--- src/rtl/pipe_pkg.sv ---
// Shared types and constants for the 5-stage 8-bit pipeline control slice.
package pipe_pkg;

  localparam int unsigned REG_W  = 3;
  localparam int unsigned PC_W   = 12;
  localparam int unsigned DATA_W = 8;

  localparam logic [REG_W-1:0] REG_ZERO = 3'd0;

  typedef enum logic [2:0] {
    StInit,
    StRun,
    StLdStall,
    StMemWait,
    StDrain,
    StHalted
  } pipe_state_e;

endpackage

--- src/rtl/sat_counter.sv ---
// Saturating up-counter with synchronous clear and asynchronous active-high reset.
module sat_counter #(
  parameter int unsigned CNT_W = 16
) (
  input  logic             clk,
  input  logic             rst,
  input  logic             inc_IN,
  input  logic             clr_IN,
  output logic [CNT_W-1:0] cnt_OUT
);

  logic [CNT_W-1:0] r_cnt;

  always_ff @(posedge clk or posedge rst) begin
    if (rst) begin
      r_cnt <= '0;
    end else if (clr_IN) begin
      r_cnt <= '0;
    end else if (inc_IN && (r_cnt != '1)) begin
      r_cnt <= r_cnt + 1'b1;
    end
  end

  assign cnt_OUT = r_cnt;

endmodule

--- src/rtl/pipe_hazard_ctrl.sv ---
// Pipeline sequencer: owns every pipeline-register enable/flush; handles load-use bubbles,
// EXE-resolved branch flushes, data-memory freezes and HALT drain.
module pipe_hazard_ctrl import pipe_pkg::*; #(
  parameter int unsigned LDUSE_CYC = 1,
  parameter int unsigned DRAIN_CYC = 3,
  parameter int unsigned CNT_W     = 16
) (
  input  logic             clk,
  input  logic             rst,
  input  logic [REG_W-1:0] idRs_IN,
  input  logic [REG_W-1:0] idRt_IN,
  input  logic             idUsesRs_IN,
  input  logic             idUsesRt_IN,
  input  logic [REG_W-1:0] exRd_IN,
  input  logic             exMemRd_IN,
  input  logic             exBrTaken_IN,
  input  logic             memReq_IN,
  input  logic             memAck_IN,
  input  logic             haltReq_IN,
  input  logic             resume_IN,
  output logic             pcWr_OUT,
  output logic             pcSelBr_OUT,
  output logic             ifidWr_OUT,
  output logic             ifidFlush_OUT,
  output logic             idexWr_OUT,
  output logic             idexFlush_OUT,
  output logic             exmemWr_OUT,
  output logic             memwbFlush_OUT,
  output logic             halted_OUT,
  output logic [CNT_W-1:0] stallCnt_OUT,
  output logic [CNT_W-1:0] flushCnt_OUT
);

  localparam logic [7:0] LdLoad = 8'(LDUSE_CYC - 1);
  localparam logic [7:0] DrLoad = 8'(DRAIN_CYC - 1);

  pipe_state_e r_state, w_state_d, r_ret, w_ret_d, w_eff;
  logic [7:0]  r_cnt, w_cnt_d;
  logic        w_ld_use, w_freeze, w_stall_inc, w_init;

  assign w_ld_use = exMemRd_IN && (exRd_IN != REG_ZERO) &&
                    ((idUsesRs_IN && (idRs_IN == exRd_IN)) ||
                     (idUsesRt_IN && (idRt_IN == exRd_IN)));

  // Once waiting, only the ack releases the freeze, whatever memReq does.
  assign w_freeze = (r_state == StMemWait) ? !memAck_IN : (memReq_IN && !memAck_IN);

  always_comb begin
    pcWr_OUT       = 1'b1;
    pcSelBr_OUT    = 1'b0;
    ifidWr_OUT     = 1'b1;
    ifidFlush_OUT  = 1'b0;
    idexWr_OUT     = 1'b1;
    idexFlush_OUT  = 1'b0;
    exmemWr_OUT    = 1'b1;
    memwbFlush_OUT = 1'b0;
    halted_OUT     = 1'b0;
    w_state_d      = r_state;
    w_ret_d        = r_ret;
    w_cnt_d        = r_cnt;
    w_eff          = (r_state == StMemWait) ? r_ret : r_state;

    if (r_state == StInit) begin
      pcWr_OUT       = 1'b0;
      ifidWr_OUT     = 1'b0;
      idexWr_OUT     = 1'b0;
      exmemWr_OUT    = 1'b0;
      ifidFlush_OUT  = 1'b1;
      idexFlush_OUT  = 1'b1;
      memwbFlush_OUT = 1'b1;
      w_state_d      = StRun;
    end else if (r_state == StHalted) begin
      pcWr_OUT    = 1'b0;
      ifidWr_OUT  = 1'b0;
      idexWr_OUT  = 1'b0;
      exmemWr_OUT = 1'b0;
      halted_OUT  = 1'b1;
      if (resume_IN) w_state_d = StRun;
    end else if (w_freeze) begin
      pcWr_OUT       = 1'b0;
      ifidWr_OUT     = 1'b0;
      idexWr_OUT     = 1'b0;
      exmemWr_OUT    = 1'b0;
      memwbFlush_OUT = 1'b1;
      w_state_d      = StMemWait;
      w_ret_d        = w_eff;
    end else begin
      // Ack cycle of a memory wait decodes as the state it interrupted.
      w_state_d = w_eff;
      case (w_eff)
        StRun: begin
          if (exBrTaken_IN) begin
            pcSelBr_OUT   = 1'b1;
            ifidFlush_OUT = 1'b1;
            idexFlush_OUT = 1'b1;
          end else if (w_ld_use) begin
            pcWr_OUT      = 1'b0;
            ifidWr_OUT    = 1'b0;
            idexFlush_OUT = 1'b1;
            w_cnt_d       = LdLoad;
            w_state_d     = (LDUSE_CYC > 1) ? StLdStall : StRun;
          end else if (haltReq_IN) begin
            pcWr_OUT      = 1'b0;
            ifidWr_OUT    = 1'b0;
            idexFlush_OUT = 1'b1;
            w_cnt_d       = DrLoad;
            w_state_d     = (DRAIN_CYC > 1) ? StDrain : StHalted;
          end
        end
        StLdStall: begin
          pcWr_OUT      = 1'b0;
          ifidWr_OUT    = 1'b0;
          idexFlush_OUT = 1'b1;
          w_cnt_d       = r_cnt - 8'd1;
          if (r_cnt <= 8'd1) w_state_d = StRun;
        end
        StDrain: begin
          if (exBrTaken_IN) begin
            pcSelBr_OUT   = 1'b1;
            ifidFlush_OUT = 1'b1;
            idexFlush_OUT = 1'b1;
            w_cnt_d       = 8'd0;
            w_state_d     = StRun;
          end else begin
            pcWr_OUT      = 1'b0;
            ifidWr_OUT    = 1'b0;
            idexFlush_OUT = 1'b1;
            w_cnt_d       = r_cnt - 8'd1;
            if (r_cnt <= 8'd1) w_state_d = StHalted;
          end
        end
        default: w_state_d = StRun;
      endcase
    end
  end

  always_ff @(posedge clk or posedge rst) begin
    if (rst) begin
      r_state <= StInit;
      r_ret   <= StRun;
      r_cnt   <= 8'd0;
    end else begin
      r_state <= w_state_d;
      r_ret   <= w_ret_d;
      r_cnt   <= w_cnt_d;
    end
  end

  assign w_init      = (r_state == StInit);
  assign w_stall_inc = !pcWr_OUT && !w_init && (r_state != StHalted);

  sat_counter #(.CNT_W(CNT_W)) u_stall_cnt (
    .clk     (clk),
    .rst     (rst),
    .inc_IN  (w_stall_inc),
    .clr_IN  (w_init),
    .cnt_OUT (stallCnt_OUT)
  );

  sat_counter #(.CNT_W(CNT_W)) u_flush_cnt (
    .clk     (clk),
    .rst     (rst),
    .inc_IN  (pcSelBr_OUT),
    .clr_IN  (w_init),
    .cnt_OUT (flushCnt_OUT)
  );

endmodule

--- config.mk ---
export PLATFORM = sky130hd
export DESIGN_NAME = pipe_hazard_ctrl
export DESIGN_NICKNAME = d
export VERILOG_FILES = /design/src/rtl/pipe_pkg.sv /design/src/rtl/sat_counter.sv /design/src/rtl/pipe_hazard_ctrl.sv
export SDC_FILE = /design/constraint.sdc
export NUM_CORES = 1
export LEC_CHECK = 0
export CAP_MARGIN = 20
export CORE_MARGIN = 2
export CORE_UTILIZATION = 25
export DETAILED_ROUTE_END_ITERATION = 6
export PLACE_DENSITY = 0.46
export SYNTH_ARGS = -nofsm -noshare
export SYNTH_HDL_FRONTEND = slang
export SYNTH_HIERARCHICAL = 1
export SYNTH_SLANG_ARGS = --single-unit
--- constraint.sdc ---
create_clock -name clk -period 4.3 [get_ports clk]
set_clock_uncertainty 0.1 [all_clocks]
set_input_delay 0.86 -clock clk [delete_from_list [all_inputs] [get_ports clk]]
set_output_delay 0.86 -clock clk [all_outputs]
set_load 0.05 [all_outputs]
==> out/results.tsv <==
stage	metric	value	unit
synth	Synth Net Count	365	
finish	Ant. Diodes	0	
synth	Synthesis Warnings	6	
clock_tree	CTS buffer count	5	
finish	post-route insts no fill	547	
synth	Post-Syn Area	3000	µm²
power_and_ir_drop	Worst VDD drop	0.000371	V
finish	most common cell after layout, fill and taps aside	clkdlybuf4s50_1	
floorplan	Starting Density	0.253	
clock_tree	TritonCTS clock tree	done	
grt	total gr overflow	0	
drt	total iterations of the first detailed-routing run	4	
drt	DRC	0	
timing	Worst-Margin Slew	734	ps
synth	top_reg_cell synth	dfrtp_1	
drt	1st-iter DRT viols	176	
grt	antenna violations before repair	0	
worst_hold_path	Min-Delay Path Depth	1	
floorplan	core area	11900	µm²
timing	part of the cycle the worst path needs	0.912	
floorplan	I/O pins	60	
critical_path	Startpoint Class	input port	
clock_tree	CTS Buffer Depth	2	
synth	Seq cells post-synth	46	
grt	pin count of the biggest net entering global routing	38	
floorplan	Die W	114	µm
clock_tree	Clk Latency, worst-skew pair	280	ps
finish	Layout Nets	423	
synth	Synth Area per Inst	8.78	µm²
finish	Core Util, Final	0.327	
clock_tree	CTS Sinks	46	
timing	final setup TNS	0	ps
critical_path	CP Launch Point	exRd_IN[0]	
synth	Post-Syn Instances	342	
grt	total track usage	0.125	
finish	most frequent cells in the layout	clkdlybuf4s50_1, dfrtp_1, a21oi_1	
placed_design	placement-stage cell area	3740	µm²
drt	vias per std cell	5.12	
clock_tree	H-tree levels	2	
critical_path	R2R Path End	u_stall_cnt/cnt_OUT[13]	
floorplan	die height	114	µm
drt	post-DR wirelength/cell	14.5	µm
timing	endpoints failing hold	0	
flow_run	max-cap violation count	0	
critical_path	CP arrival	4030	ps
floorplan	row count	40	
timing	slew margin rel.	0.507	
critical_path	start of the worst register-to-register path	r_ret[0]	
floorplan	Die ar.	12900	µm²
synth	Post-synth EDFFs	0	
synth	Synth cell types	62	
critical_path	Setup crit end	u_stall_cnt/cnt_OUT[13]	
timing	Max Transition Viols Final	0	
clock_tree	Post-CTS Hold Buffers	0	
synth	register area share after synthesis	0.384	
drt	post-route ant nets	0	
critical_path	critical-path maximum fanout	8	
worst_hold_path	Hold Path Class	reg2reg	
drt	via count	2801	
critical_path	kind of critical path	in2reg	
placed_design	GP Congestion	0.751	
timing	number of setup violations in the final report	0	
timing	Hold WS	381	ps
timing	fin crit period	3920	ps
placed_design	Port Buffer Count	59	
clock_tree	Setup Fix Bufs, Post-CTS	0	
outcome	status	completed	
critical_path	required time worst endpoint	4410	ps
drt	final wirelength	7.93	mm
placed_design	Placed Cells	540	
critical_path	CP Capture Type	register	
power_and_ir_drop	Leak	0.00148	µW
critical_path	R2R setup slack	600	ps
clock_tree	Post-CTS Resized	0	
synth	ys async rst share	1.00	
clock_tree	register clock-pin slew on the reported worst setup and hold paths	60	ps
clock_tree	Clk Tree Root Cell	clkbuf_16	
grt	vias in the first global route	2639	
power_and_ir_drop	Pwr Density	543	nW/µm²
finish	Design Area, Final	3880	µm²
finish	Area Overhead vs Synth	29.1	%
timing	Fmax	0.255	GHz
timing	unrepaired setup endpoints after global routing	false	
placed_design	HPWL Detailed	5.92	mm
finish	fraction of layout cells with a size suffix above 1	0.0975	
critical_path	FF-to-FF path depth	11	
grt	first-pass GRT wire length	13.2	mm
-- per-stage QoR --
stage / setup slack (ps) / total power [µW]
2_1_floorplan: 259 / 1420
3_3_place_gp: 139 / 1740
3_5_place_dp: 106 / 1750
4_1_cts: 392 / 2130
5_1_grt: 49.0 / 2250
6_report: 380 / 2110
-- power by group --
part           internal, µW  leakage (µW)  switching, µW
sequential              511      0.000618            123
clock                   210     0.0000694            162
combinational           395      0.000795            706
-- synth_stat cells (2+ instances only) --
library cell | number | area share
nor3b_1 | 3 | 0.0075
buf_4 | 3 | 0.0075
mux2_2 | 4 | 0.015
a211oi_1 | 4 | 0.010
o41ai_2 | 2 | 0.011
ha_1 | 4 | 0.017
xnor2_1 | 6 | 0.017
and4_1 | 2 | 0.0058
o31ai_1 | 11 | 0.027
xor2_1 | 2 | 0.0058
or4_1 | 11 | 0.027
a21oi_1 | 31 | 0.052
o41ai_1 | 2 | 0.0058
nor3_1 | 11 | 0.018
nor2b_1 | 8 | 0.017
clkbuf_1 | 3 | 0.0037
nand4_1 | 12 | 0.025
o22a_1 | 2 | 0.0058
mux2i_1 | 2 | 0.0067
o21ai_1 | 4 | 0.0067
o31ai_2 | 2 | 0.0083
inv_1 | 17 | 0.021
and3_1 | 2 | 0.0042
or3_2 | 3 | 0.0075
nand4_4 | 2 | 0.014
buf_2 | 3 | 0.0050
o21ai_0 | 26 | 0.043
a21o_1 | 3 | 0.0075
nand2b_1 | 7 | 0.015
a31oi_1 | 2 | 0.0042
or3_1 | 11 | 0.023
nor2_1 | 26 | 0.032
nand3_1 | 11 | 0.018
nor4_1 | 8 | 0.017
nand2_1 | 20 | 0.025
dfrtp_1 | 45 | 0.37
o22ai_1 | 2 | 0.0042
-- cell families after synthesis --
family | share of synthesized area
AOI/OAI and AO/OA | 0.225
xor gates and xnor gates | 0.0233
adders and majority gates | 0.0167
buffers and inverters | 0.0471
DFF | 0.384
muxes | 0.0217
and+or+nand+nor | 0.283
-- flip-flops by register name, summed over array words and instances (netlist names) --
signal and count:
u_flush_cnt/cnt_OUT 16, u_stall_cnt/cnt_OUT 16, r_cnt 8, r_ret 3
r_state 3
-- worst min path at each step --
stage              from  endpoint  slack, ps
6_report       r_cnt[6]  r_cnt[6]        380
5_1_grt        r_cnt[6]  r_cnt[6]        420
4_1_cts        r_cnt[6]  r_cnt[6]        390
3_5_place_dp   r_cnt[6]  r_cnt[6]        370
3_3_place_gp   r_cnt[6]  r_cnt[6]        380
2_1_floorplan  r_cnt[6]  r_cnt[6]        350
-- metal layers --
layer  track usage  wire length [µm]
met4        0.0268                68
met1         0.183              3980
met5             0                 0
met3        0.0234               292
met2         0.192              3590
-- layout make-up --
class,instances,area [µm²]
clock buffer,5,125
clock inverter,2,10.0
fill,1231,7980
inverter,17,63.8
multi-input combinational,266,1720
sequential,46,1150
tap,147,184
timing repair buffer,64,628
-- worst max-delay path, stage by stage --
cell and delay, ps:
clkdlybuf4s50_1 530, xnor2_1 140, nand4_1 110, a21oi_1 210, a2bb2oi_1 320, nor2_1 90, nor4_1 390, buf_4 230
nand3_1 100, or4_4 460, or4_1 420, a21oi_1 150
No activity file was read; power rests on OpenSTA's default activity.
